## src/rtl/lsu_mem_stage_if.sv

```systemverilog
// lsu_mem_stage_if: req/gnt/rvalid data-memory bus between the LSU (master) and memory (slave)
interface lsu_mem_stage_if #(
    parameter int ADDR_W = 32
);
    logic              mem_req;
    logic              mem_we;
    logic [ADDR_W-1:0] mem_addr;
    logic [3:0]        mem_be;
    logic [31:0]       mem_wdata;
    logic              mem_gnt;
    logic              mem_rvalid;
    logic [31:0]       mem_rdata;

    modport master (
        output mem_req, mem_we, mem_addr, mem_be, mem_wdata,
        input  mem_gnt, mem_rvalid, mem_rdata
    );

    modport slave (
        input  mem_req, mem_we, mem_addr, mem_be, mem_wdata,
        output mem_gnt, mem_rvalid, mem_rdata
    );
endinterface

```

## src/rtl/lsu_mem_stage.sv

```systemverilog
// lsu_mem_stage: single-transaction load/store unit on a req/gnt/rvalid bus; define LSU_TIMEOUT_EN for the watchdog
module lsu_mem_stage #(
    parameter int ADDR_W         = 32,
    parameter int TIMEOUT_CYCLES = 64
) (
    input  logic              clk,
    input  logic              rst_n,
    input  logic              start,
    input  logic              is_store,
    input  logic [2:0]        funct3,
    input  logic [ADDR_W-1:0] addr,
    input  logic [31:0]       wdata,
    lsu_mem_stage_if.master   mem,
    output logic [31:0]       ld_data,
    output logic              done,
    output logic              stall,
    output logic              err,
    output logic [1:0]        err_code
);
    typedef enum logic [1:0] {IDLE, REQ, WAIT_R} state_t;

    state_t      state, state_n;
    logic        illegal, misaligned, accept, timeout;
    logic [2:0]  f3_q;
    logic [1:0]  off_q;
    logic [3:0]  be_n;
    logic [31:0] wd_n, ld_n;
    logic [7:0]  ld_b;
    logic [15:0] ld_h;

    if (TIMEOUT_CYCLES < 1) begin : g_bad_timeout
        $error("TIMEOUT_CYCLES must be at least 1");
    end

    assign illegal    = funct3 == 3'b011 || funct3[2:1] == 2'b11 || (is_store && funct3[2]);
    assign misaligned = funct3[1:0] == 2'b01 ? addr[0] : funct3[1:0] == 2'b10 ? |addr[1:0] : 1'b0;
    assign accept     = start && state == IDLE && !illegal && !misaligned;
    assign stall      = state != IDLE || accept;
    assign mem.mem_req = state == REQ;

    assign be_n = funct3[1:0] == 2'b00 ? 4'b0001 << addr[1:0] :
                  funct3[1:0] == 2'b01 ? (addr[1] ? 4'b1100 : 4'b0011) : 4'b1111;
    assign wd_n = funct3[1:0] == 2'b00 ? {4{wdata[7:0]}} :
                  funct3[1:0] == 2'b01 ? {2{wdata[15:0]}} : wdata;

    // lane extraction uses the offset captured at issue, not the live address
    assign ld_b = 8'(mem.mem_rdata >> {off_q, 3'b000});
    assign ld_h = off_q[1] ? mem.mem_rdata[31:16] : mem.mem_rdata[15:0];
    assign ld_n = f3_q[1:0] == 2'b00 ? {{24{~f3_q[2] & ld_b[7]}}, ld_b} :
                  f3_q[1:0] == 2'b01 ? {{16{~f3_q[2] & ld_h[15]}}, ld_h} : mem.mem_rdata;

`ifdef LSU_TIMEOUT_EN
    localparam int CW = $clog2(TIMEOUT_CYCLES + 1);
    logic [CW-1:0] cnt;

    always_ff @(posedge clk or negedge rst_n) begin
        if (!rst_n) cnt <= '0;
        else        cnt <= state == IDLE ? '0 : cnt + CW'(1);
    end

    assign timeout = state != IDLE && cnt == CW'(TIMEOUT_CYCLES - 1);
`else
    assign timeout = 1'b0;
`endif

    always_ff @(posedge clk or negedge rst_n) begin
        if (!rst_n) state <= IDLE;
        else        state <= state_n;
    end

    always_comb begin
        state_n = timeout ? IDLE :
                  state == IDLE ? (accept ? REQ : IDLE) :
                  state == REQ ? (mem.mem_gnt ? (mem.mem_we ? IDLE : WAIT_R) : REQ) :
                  (mem.mem_rvalid ? IDLE : WAIT_R);
    end

    always_ff @(posedge clk or negedge rst_n) begin
        if (!rst_n) begin
            mem.mem_we    <= 1'b0;
            mem.mem_addr  <= '0;
            mem.mem_be    <= '0;
            mem.mem_wdata <= '0;
            f3_q          <= '0;
            off_q         <= '0;
            ld_data       <= '0;
            done          <= 1'b0;
            err           <= 1'b0;
            err_code      <= 2'b00;
        end else begin
            done     <= 1'b0;
            err      <= 1'b0;
            err_code <= 2'b00;
            if (start && state == IDLE && (illegal || misaligned)) begin
                err      <= 1'b1;
                err_code <= illegal ? 2'b10 : 2'b01;
            end
            if (accept) begin
                mem.mem_we    <= is_store;
                mem.mem_addr  <= {addr[ADDR_W-1:2], 2'b00};
                mem.mem_be    <= be_n;
                mem.mem_wdata <= wd_n;
                f3_q          <= funct3;
                off_q         <= addr[1:0];
            end
            if (timeout) begin
                err      <= 1'b1;
                err_code <= 2'b11;
            end else if (state == REQ && mem.mem_gnt && mem.mem_we) begin
                done <= 1'b1;
            end else if (state == WAIT_R && mem.mem_rvalid) begin
                done    <= 1'b1;
                ld_data <= ld_n;
            end
        end
    end
endmodule
```

## src/flat_wrapper.sv

```systemverilog
// flat-port wrapper written by rule: the top's interface ports become plain ports
module lsu_mem_stage_flat 
#(
    parameter int ADDR_W         = 32,
    parameter int TIMEOUT_CYCLES = 64
)
  (clk, rst_n, start, is_store, funct3, addr, wdata, ld_data, done, stall, err, err_code, mem_mem_req, mem_mem_we, mem_mem_addr, mem_mem_be, mem_mem_wdata, mem_mem_gnt, mem_mem_rvalid, mem_mem_rdata);
  lsu_mem_stage_if #(.ADDR_W(ADDR_W)) mem_i ();
  input  logic clk;
  input  logic rst_n;
  input  logic start;
  input  logic is_store;
  input  logic [2:0] funct3;
  input  logic [ADDR_W-1:0] addr;
  input  logic [31:0] wdata;
  output logic [31:0] ld_data;
  output logic done;
  output logic stall;
  output logic err;
  output logic [1:0] err_code;
  output wire logic [$bits(mem_i.mem_req)-1:0] mem_mem_req;
  output wire logic [$bits(mem_i.mem_we)-1:0] mem_mem_we;
  output wire logic [$bits(mem_i.mem_addr)-1:0] mem_mem_addr;
  output wire logic [$bits(mem_i.mem_be)-1:0] mem_mem_be;
  output wire logic [$bits(mem_i.mem_wdata)-1:0] mem_mem_wdata;
  input wire logic [$bits(mem_i.mem_gnt)-1:0] mem_mem_gnt;
  input wire logic [$bits(mem_i.mem_rvalid)-1:0] mem_mem_rvalid;
  input wire logic [$bits(mem_i.mem_rdata)-1:0] mem_mem_rdata;
  assign mem_mem_req = mem_i.mem_req;
  assign mem_mem_we = mem_i.mem_we;
  assign mem_mem_addr = mem_i.mem_addr;
  assign mem_mem_be = mem_i.mem_be;
  assign mem_mem_wdata = mem_i.mem_wdata;
  assign mem_i.mem_gnt = mem_mem_gnt;
  assign mem_i.mem_rvalid = mem_mem_rvalid;
  assign mem_i.mem_rdata = mem_mem_rdata;
  lsu_mem_stage #(.ADDR_W(ADDR_W), .TIMEOUT_CYCLES(TIMEOUT_CYCLES)) u_core (.clk(clk), .rst_n(rst_n), .start(start), .is_store(is_store), .funct3(funct3), .addr(addr), .wdata(wdata), .mem(mem_i), .ld_data(ld_data), .done(done), .stall(stall), .err(err), .err_code(err_code));
endmodule
```

## config.mk

```make
export PLATFORM = sky130hd
export DESIGN_NAME = lsu_mem_stage_flat
export DESIGN_NICKNAME = d
export VERILOG_FILES = /design/src/rtl/lsu_mem_stage_if.sv /design/src/rtl/lsu_mem_stage.sv /design/src/flat_wrapper.sv
export SDC_FILE = /design/constraint.sdc
export NUM_CORES = 1
export LEC_CHECK = 0
export ABC_AREA = 1
export CAP_MARGIN = 20
export CORE_MARGIN = 3
export CORE_UTILIZATION = 49
export CTS_CLUSTER_SIZE = 20
export DETAILED_ROUTE_END_ITERATION = 10
export PLACE_DENSITY = 0.87
export REMOVE_ABC_BUFFERS = 1
export SLEW_MARGIN = 10
export SYNTH_ARGS = -nofsm -noshare
export SYNTH_HDL_FRONTEND = slang
export SYNTH_SLANG_ARGS = --single-unit
```

## constraint.sdc

```tcl
create_clock -name clk -period 3.7 [get_ports clk]
set_input_delay 0.74 -clock clk [delete_from_list [all_inputs] [get_ports clk]]
set_output_delay 0.74 -clock clk [all_outputs]
set_load 0.005 [all_outputs]
```

Word level (Yosys, flattened, before mapping)
Cells that the tools add are included.
{"block": "op_classes", "bitwise_logic": 4, "mux": 21, "eq_ne": 7, "shifts": 2, "n_reduce_logical": 20}
{"cell": "$mux W32", "count": 4}
{"cell": "$shr A32 B5 Y8", "count": 1}
{"cell": "$mux W16", "count": 1}
{"cell": "$mux W2", "count": 7}
{"cell": "$mux W4", "count": 3}
{"cell": "$logic_and A1 B1 Y1", "count": 8}
{"cell": "$eq A2 B1 Y1 const B", "count": 3}
{"cell": "$eq A2 B2 Y1 const B", "count": 3}
{"cell": "$logic_not A2 Y1", "count": 3}
{"cell": "$mux W1", "count": 6}
{"cell": "$logic_or A1 B1 Y1", "count": 4}
{"cell": "$shl A1 B2 Y4 const A", "count": 1}
{"cell": "$eq A3 B2 Y1 const B", "count": 1}
{"cell": "$and A1 B1 Y1", "count": 2}
{"cell": "$logic_not A1 Y1", "count": 2}
{"cell": "$not A1 Y1", "count": 2}
{"cell": "$reduce_and A2 Y1", "count": 1}
{"cell": "$reduce_bool A2 Y1", "count": 1}
{"cell": "$reduce_or A2 Y1", "count": 1}
{"block": "word_totals", "output_inout_bits": 107, "reg_bits": 110, "inputBits": 105, "elab_cells": 65}

Longest topological paths before layout
Gate-level depths: netlist (run 1).
{"block": "logic_depth", "depth_word": 8, "mapped_depth": 11, "ltp_nobuf": 10}

Worst setup path after synthesis (run 1)
No wires, ideal clock.
{"block": "synth_timing", "kind": "input-to-output", "startpoint": "input funct3[0]", "endpoint": "output stall", "required_time_ns": 2.960, "setup_slack_ns": 1.535, "path_buffers": 1, "path_stages": 8, "arrival_ns": 1.425, "path_cell_list": "nand2_1 inv_2 nor2_2 nor2_4 nor2_8 nand2_4 buf_4 nand2_1"}
{"block": "synth_between", "elab_chain_len": 7, "word_cells_on_any_way": 12, "classes_between": "eq/ne (3); mux (2); reduce/logical (7)"}
{"item": "start: declaration", "line_no": "flat_wrapper.sv:13", "source": "input logic [2:0] funct3;"}
{"item": "$eq A3 B2 Y1", "line_no": "lsu_mem_stage.sv:35", "source": "assign illegal = funct3 == 3'b011 || funct3[2:1] == 2'b11 || (is_store && funct3[2]);"}
{"item": "$logic_or A1 B1 Y1 (2 in series)", "line_no": "lsu_mem_stage.sv:35"}
{"item": "$logic_not A1 Y1", "line_no": "lsu_mem_stage.sv:37", "source": "assign accept = start && state == IDLE && !illegal && !misaligned;"}
{"item": "$logic_and A1 B1 Y1", "line_no": "lsu_mem_stage.sv:37"}
{"item": "$logic_and A1 B1 Y1 (*)", "line_no": "lsu_mem_stage.sv:37"}
{"item": "$logic_or A1 B1 Y1 (*)", "line_no": "lsu_mem_stage.sv:38", "source": "assign stall = state != IDLE || accept;"}
{"item": "end: declaration", "line_no": "flat_wrapper.sv:18", "source": "output logic stall;"}
Every way passes the cells marked *; elsewhere a longest branch is shown, timed or not.

Worst setup path in the final report (run 1)
{"block": "layout_timing", "startpoint": "input funct3[1]", "endpoint": "output stall"}
{"block": "layout_between", "elab_chain_len": 7, "word_cells_on_any_way": 13, "classes_between": "eq/ne (4); mux (2); reduce/logical (7)"}
{"item": "$eq A3 B2 Y1 / $eq A2 B2 Y1 (equally long branches)", "line_no": "lsu_mem_stage.sv:35"}
{"item": "$logic_or A1 B1 Y1 (2 in series)", "line_no": "lsu_mem_stage.sv:35"}
{"item": "$logic_not A1 Y1", "line_no": "lsu_mem_stage.sv:37"}
{"item": "$logic_and A1 B1 Y1", "line_no": "lsu_mem_stage.sv:37"}
{"item": "$logic_and A1 B1 Y1 (*)", "line_no": "lsu_mem_stage.sv:37"}
{"item": "$logic_or A1 B1 Y1 (*)", "line_no": "lsu_mem_stage.sv:38"}
Marks and branches as above.

==> results of run 1 <==
==> worst max-delay path by stage <==
stage	cells past startpoint	slack, ns	to
2_1_floorplan	5	0.30	stall
3_3_place_gp	7	0.63	stall
3_5_place_dp	7	0.60	stall
4_1_cts	7	0.60	stall
5_1_grt	7	0.48	stall
6_report	7	0.59	stall
==> area by class of cell <==
type / instances / share of cell area
flip-flops and latches: 110 / 0.3351
inverters: 49 / 0.02270
multi-input cells: 567 / 0.3196
clock inverters: 4 / 0.006702
well taps: 143 / 0.02178
repair buffers: 218 / 0.2641
clock buffers: 12 / 0.03001
==> per-layer routing <==
metal | part of all wire | up-vias
li1 | - | 2773
met1 | 0.39 | 2763
met2 | 0.47 | 281
met3 | 0.12 | 39
met4 | 0.026 | 0
met5 | 0 | -
==> flip-flops by register name, summed over array words and instances, names as in the netlist <==
register / count
u_core.done: 1
u_core.off_q: 2
u_core.mem.mem_addr: 30
u_core.f3_q: 3
u_core.mem.mem_we: 1
u_core.mem.mem_be: 4
u_core.ld_data: 32
u_core.err_code: 2
u_core.err: 1
u_core.state: 2
u_core.mem.mem_wdata: 32
==> power by group through the flow <==
| stage | logic [uW] | registers [uW] | clock network [uW] |
|---|---|---|---|
| final | 2330 | 2050 | 995 |
| after detailed placement | 2340 | 2060 | 0 |
| after floorplan | 904 | 2040 | 0 |
| after CTS | 2340 | 2050 | 1010 |
| after global routing | 2580 | 2120 | 1050 |
| after global placement | 2280 | 2050 | 0 |
==> logic make-up (layout without fill, tap and decap cells) <==
| group | Yosys count | in the layout | share of synthesized area |
|---|---|---|---|
| AOI/OAI and AO/OA | 57 | 57 | 0.05112 |
| buffers and inverters | 96 | 283 | 0.08908 |
| DFF | 110 | 110 | 0.4666 |
| other | 1 | 2 | 0.0006357 |
| and+or+nand+nor | 508 | 508 | 0.3926 |
==> cell usage in the layout (no fill, tap or decap) <==
cell | synthesis | layout
o22ai_1 | 1 | 1
nand2_1 | 363 | 363
a21oi_1 | 18 | 18
o21a_1 | 4 | 4
o211ai_1 | 1 | 1
conb_1 | 1 | 2
nand3_2 | 42 | 42
inv_4 | 1 | 1
nand3_1 | 63 | 63
clkinvlp_4 | 0 | 1
o21ai_0 | 12 | 12
nand4_2 | 1 | 1
nor2_2 | 3 | 3
clkbuf_8 | 0 | 1
clkbuf_1 | 7 | 2
buf_4 | 9 | 9
nor2_8 | 1 | 1
inv_1 | 44 | 44
nor2_1 | 29 | 29
clkdlybuf4s50_1 | 0 | 208
nand2_2 | 2 | 2
inv_6 | 0 | 1
clkinv_1 | 1 | 1
bufinv_16 | 0 | 1
clkbuf_16 | 0 | 9
clkinv_4 | 0 | 1
nand2_4 | 1 | 1
buf_12 | 0 | 1
dfrtp_1 | 110 | 110
inv_2 | 3 | 3
nor2_4 | 3 | 3
o21ai_1 | 20 | 20
o31ai_1 | 1 | 1
==> stage by stage <==
stage | hold slack, ns | std cells
after floorplan | 0.4444 | 726
after global placement | 0.4527 | 1087
after detailed placement | 0.4583 | 1087
after CTS | 0.4298 | 1103
after global routing | 0.4357 | 1103
final | 0.3909 | 1103
==> critical path, stage by stage <==
cell             delay, ns
clkdlybuf4s50_1       0.55
nor2_4                0.30
nor2_1                0.09
nand2_2               0.10
nand2_4               0.05
nand2_1               0.05
clkdlybuf4s50_1       0.49
==> metrics.md, run 1 <==
| Metric | Value |
|---|---|
| Leak pwr | `between 0.004 and 0.005 uW` |
| Worst slack, placed | `0.5999 ns` |
| 1st-iter DRT viols | `between 500 and 600` |
| Clock slew at reported path FFs | `approximately 0.070 ns` |
| Combinational share of power | `0.433` |
| Slew Limit Fails | `0` |
| R2R Path Start | `u_core.off_q[1]$_DFFE_PN0P_` |
| Fin area | `8214 um^2` |
| Area delta synth->final | `39.24%` |
| R2r endpoint | `u_core.ld_data[7]$_DFFE_PN0P_` |
| Outcome | `complete, no violations` |
| Initial antenna violation count | `0` |
| FF-to-FF path depth | `5` |
| Achievable frequency | `between 0.3 and 0.4 GHz` |
| Vias per inst | `5.309` |
| GRT Util Overall | `0.2669` |
| Initial DRT Pass Iterations | `6` |
| Worst-Margin Slew | `0.9028 ns` |
| Top cell type's share of synthesized area | `0.4666` |
| Flops & latches, synth | `110` |
| Netlist cell types | `28` |
| DP Area | `slightly below 8000 um^2` |
| CP endpoint kind | `primary output` |
| Worst relative slew slack | `0.3981` |
| FP Rows | `39` |
| Utilization after layout | `0.7073` |
| Synth Instances | `approximately 770` |
| RSZ-0062 raised after global routing | `false` |
| Data arrival, critical path | `between 2 and 2.5 ns` |
| Syn Area/Cell | `around 7.6 um^2` |
| Routed WL per cell | `between 15 and 20 um` |
| # resized after CTS | `0` |
| Post-CTS Setup Bufs | `0` |
| Most common cell in the netlist | `nand2_1` |
| Fill count | `a little over 900` |
| I/O Buffers | `between 200 and 250` |
| Global Route met2 Usage | `0.4286` |
| Most frequent cells after synthesis | `nand2_1, dfrtp_1, nand3_1` |
| Largest net degree at the start of global routing | `90` |
| P_sw | `roughly 1900 uW` |
| Crit path required time | `between 2 and 3 ns` |
| Clk sinks | `110` |
| Post-route ant nets | `0` |
| Die Width | `115.7 um` |
| Maximum vdd drop | `between 0.0003 and 0.0004 V` |
| CP startpoint kind | `primary input` |
| Post-layout minimum cycle time | `just over 3 ns` |
| Yosys warns | `0` |
| Final Skew | `approximately 0.011 ns` |
| Routability congestion estimate | `0.8920` |
| # IOs | `212` |
| Leading area contributor after synthesis | `dfrtp_1` |
| Remaining DRCs | `0` |
| Fraction of layout cells with a size suffix above 1 | `0.08438` |
| FFs w/ async S/R, synth | `1.000` |
| Total chip power | `5374 uW` |
| GRT overflow | `0` |
| # Max-Cap Violations | `0` |
| Internal power | `3492 uW` |
| Root Buffer | `clkbuf_16` |
| Met3 usage | `0.1159` |
| Fin crit share | `0.8404` |
| Max FO, Critical Path | `9` |
| Sequential share of power | `0.382` |
| CTS Buf Count | `9` |
| Internal reg-to-reg setup slack | `~1.4 ns` |
| Final Hold Viols | `0` |
| Sw Ratio | `0.3502` |
| Critical path type | `in -> out` |
| ANT cells | `0` |
| Global-route wire length before repair | `28170 um` |
| HPWL Detailed | `12310 um` |
| Final setup fails | `0` |
| Clk buf depth | `2` |
| Register area | `between 2000 and 3000 um^2` |
| Busiest grt layer | `met2` |
| Clock share of power | `0.185` |
| Worst-Skew Late Latency | `0.35 ns` |
| PnR worst setup slack | `between 0.5 and 0.6 ns` |
| Die extent in y | `around 120 um` |
| Initial core utilization | `0.5080` |
| Top FF cell, synth | `dfrtp_1` |
| Die footprint | `13390 um^2` |
| Final WL | `approximately 18000 um` |
| Min-delay worst type | `in -> async` |
| Post-synth EDFFs | `0` |
| Number of global-route vias before repair | `5749` |
| CTS hold repair buffers | `0` |
| Setup TNS | `0 ns` |
| Core Area | `around 12000 um^2` |
| Multi-input logic area | `about 2600 um^2` |
| Met1 usage | `0.3230` |
| Cell Area, Synth | `just under 6000 um^2` |
| Main area contributors after synthesis | `dfrtp_1, nand2_1, nand3_2, nand3_1, inv_1` |
| PwrDens | `654.2 nW/um^2` |
| Seq/Total Area, Yosys | `0.4666` |
| Crit path from | `funct3[1]` |
| Vias post-DR | `between 5k and 6k` |
| CTS tree | `built` |
| Final #Nets | `1060` |
| H-tree depth | `3` |
Note: power is estimated with default switching activity, not from simulation.
==> run 2, diff against run 1 <==
--- a/config.mk
+++ b/config.mk
@@ -8,10 +8,10 @@
 export ABC_AREA = 1
 export CAP_MARGIN = 20
 export CORE_MARGIN = 3
-export CORE_UTILIZATION = 49
+export CORE_UTILIZATION = 45
 export CTS_CLUSTER_SIZE = 20
 export DETAILED_ROUTE_END_ITERATION = 10
-export PLACE_DENSITY = 0.87
+export PLACE_DENSITY = 0.8
 export REMOVE_ABC_BUFFERS = 1
 export SLEW_MARGIN = 10
 export SYNTH_ARGS = -nofsm -noshare
==> constraint.sdc (replaced) <==
create_clock -name clk -period 3.2 [get_ports clk]
set_input_delay 0.64 -clock clk [delete_from_list [all_inputs] [get_ports clk]]
set_output_delay 0.64 -clock clk [all_outputs]
set_load 0.005 [all_outputs]
==> metrics.md, run 2 (synthesized netlist as in run 1, its figures left out) <==
| Metric | Value |
|---|---|
| Slowest cell on crit path | `clkdlybuf4s50_1` |
| Die Width | `120.5 um (+4.1%)` |
| RSZ-0062 raised after global routing | `false` |
| Hold WS | `0.3737 ns (-0.01714 ns)` |
| CTS hold repair buffers | `0 (unchanged)` |
| Crit path to | `stall` |
| CP startpoint kind | `primary input` |
| HPWL Detailed | `12240 um (-0.55%)` |
| Fin crit share | `0.9044` |
| Final Skew | `0.003768 ns (-0.006970 ns)` |
| Sequential share of power | `0.386 (+0.004)` |
| Crit-path cells | `clkdlybuf4s50_1 > nand2_1 > inv_2 > nor2_2 > nor2_4 > nor2_8 > nand2_4 > nand2_1 > clkdlybuf4s50_1` |
| Largest net degree at the start of global routing | `90 (unchanged)` |
| ANT cells | `0 (unchanged)` |
| Leak pwr | `0.004088 uW (about the same)` |
| Global Route met2 Usage | `0.3807 (-0.04791)` |
| 1st-iter DRT viols | `587 (+8.3%)` |
| Achievable frequency | `approximately 0.35 GHz` |
| I/O Buffers | `209 (unchanged)` |
| H-tree depth | `3 (unchanged)` |
| Final #Nets | `1060 (unchanged)` |
| Setup TNS | `0 ns (unchanged)` |
| # resized after CTS | `0 (unchanged)` |
| Post-layout minimum cycle time | `between 2 and 3 ns` |
| Post-CTS Setup Bufs | `0 (unchanged)` |
| P_sw | `2153 uW (+14%)` |
| PnR worst setup slack | `0.3061 ns (-0.2845 ns)` |
| Global-route wire length before repair | `27950 um (-0.78%)` |
| # Max-Cap Violations | `0 (unchanged)` |
| Commonest non-fill, non-tap cells in the layout | `nand2_1, clkdlybuf4s50_1, dfrtp_1` |
| # IOs | `212 (unchanged)` |
| Commonest non-fill, non-tap cell in the layout | `nand2_1` |
| GRT Util Overall | `0.2424 (-0.02448)` |
| Number of global-route vias before repair | `5471 (-4.8%)` |
| R2r endpoint | `u_core.ld_data[7]$_DFFE_PN0P_` |
| Core Area | `12720 um^2 (+9.5%)` |
| GRT overflow | `0 (unchanged)` |
| Initial antenna violation count | `0 (unchanged)` |
| FF-to-FF path depth | `5 (unchanged)` |
| Biggest regs | `u_core.ld_data: 32 flops, u_core.mem.mem_wdata: 32 flops, u_core.mem.mem_addr: 30 flops` |
| Routed WL per cell | `15.43 um (-3.6%)` |
| Routability congestion estimate | `0.8892 (-0.31%)` |
| Maximum vdd drop | `0.0005276 V (+34%)` |
| Vias post-DR | `5681 (-3.0%)` |
| Crit path from | `funct3[0]` |
| Die extent in y | `120.5 um (+4.1%)` |
| DP Area | `7961 um^2 (+0.62%)` |
| Root Buffer | `clkbuf_16` |
| Busiest grt layer | `met2` |
| Final WL | `17460 um (-1.1%)` |
| Worst slack, placed | `0.2903 ns (-0.3096 ns)` |
| Data arrival, critical path | `2.25 ns (-0.12 ns)` |
| PwrDens | `744.0 nW/um^2 (+14%)` |
| CTS Buf Count | `9 (unchanged)` |
| Worst-Skew Late Latency | `0.35 ns (about the same)` |
| Max FO, Critical Path | `6 (-3)` |
| Final setup fails | `0 (unchanged)` |
| Initial core utilization | `0.4637 (-0.04426)` |
| Worst-Margin Slew | `0.8989 ns (-0.003888 ns)` |
| Remaining DRCs | `0 (unchanged)` |
| Clock slew at reported path FFs | `0.07 ns (about the same)` |
| Met1 usage | `0.3018 (-0.02121)` |
| FP Rows | `41 (+5.1%)` |
| Die footprint | `14520 um^2 (+8.4%)` |
| R2R Path Start | `u_core.off_q[1]$_DFFE_PN0P_` |
| Fin area | `8240 um^2 (+0.32%)` |
| Clk sinks | `110 (unchanged)` |
| Outcome | `complete, no violations` |
| Combinational share of power | `0.438 (+0.005)` |
| Vias per inst | `5.019 (-5.5%)` |
| Clock share of power | `0.176 (-0.009)` |
| Final Hold Viols | `0 (unchanged)` |
| Fraction of layout cells with a size suffix above 1 | `0.08438 (unchanged)` |
| Area delta synth->final | `39.68%` |
| Critical Path Max Stage Delay | `0.52 ns (-0.03 ns)` |
| Post-route ant nets | `0 (unchanged)` |
| Slew Limit Fails | `0 (unchanged)` |
| Critical path type | `in -> out` |
| Clk buf depth | `2 (unchanged)` |
| Internal power | `3978 uW (+14%)` |
| CP endpoint kind | `primary output` |
| Min-delay worst type | `in -> async` |
| Internal reg-to-reg setup slack | `0.89 ns (-0.49 ns)` |
| Worst relative slew slack | `0.4007 (+0.002592)` |
| Initial DRT Pass Iterations | `5 (-1)` |
| Sw Ratio | `0.3512 (+0.001017)` |
| CTS tree | `built` |
| Crit path required time | `2.56 ns (-0.40 ns)` |
| Met3 usage | `0.1066 (-0.009285)` |
[run 2: changes by cell type in the layout (fill, tap and decap cells not counted), sizes merged]
cell,before,now
clkbuf,12,13
clkinv,2,4
clkinvlp,1,0
bufinv,1,0
inv,49,48
[run 2: stage by stage]
stage,instances,utilization,total power [uW]
after floorplan,726,-,3407
after global placement,1116,0.6258,5028
after detailed placement,1116,0.6258,5090
after CTS,1132,0.6477,6196
after global routing,1132,0.6477,6596
final,1132,0.6477,6131
[run 2: final cells by class]
cell class	instances	area, um^2
clock buffer	13	260.3
clock inverter	3	18.77
fill	1132	4482
inverter	49	186.4
multi-input combinational	567	2625
sequential	110	2753
tap	172	215.2
timing repair buffer	218	2182
[run 2: worst min path at each step]
stage / startpoint / to / slack (ns) / cells after the start
4_1_cts: rst_n / u_core.ld_data[28]$_DFFE_PN0P_ / 0.40 / 1
3_5_place_dp: u_core.mem.mem_addr[26]$_DFFE_PN0P_ / u_core.mem.mem_addr[26]$_DFFE_PN0P_ / 0.46 / 2
3_3_place_gp: u_core.mem.mem_addr[18]$_DFFE_PN0P_ / u_core.mem.mem_addr[18]$_DFFE_PN0P_ / 0.45 / 2
2_1_floorplan: rst_n / u_core.done$_DFF_PN0_ / 0.34 / 0
6_report: rst_n / u_core.ld_data[28]$_DFFE_PN0P_ / 0.37 / 1
5_1_grt: rst_n / u_core.ld_data[20]$_DFFE_PN0P_ / 0.44 / 1
[run 2: worst max-delay path: cells and delay by family]
family,cells,cell delay (ns)
buffers and inverters,3,1.07
and+or+nand+nor,6,0.53
[run 2: metal layers]
metal / up-vias / share of wire
met2: 248 / 0.47
met5: - / 0
met4: 0 / 0.017
met1: 2637 / 0.39
met3: 20 / 0.13
li1: 2776 / -
[run 2: power groups by stage]
stage	logic, uW	registers (uW)	clock network (uW)
finish	2680	2370	1080
global route	3000	2440	1160
CTS	2720	2370	1100
detailed placement	2720	2370	0
global placement	2650	2370	0
floorplan	1050	2360	0
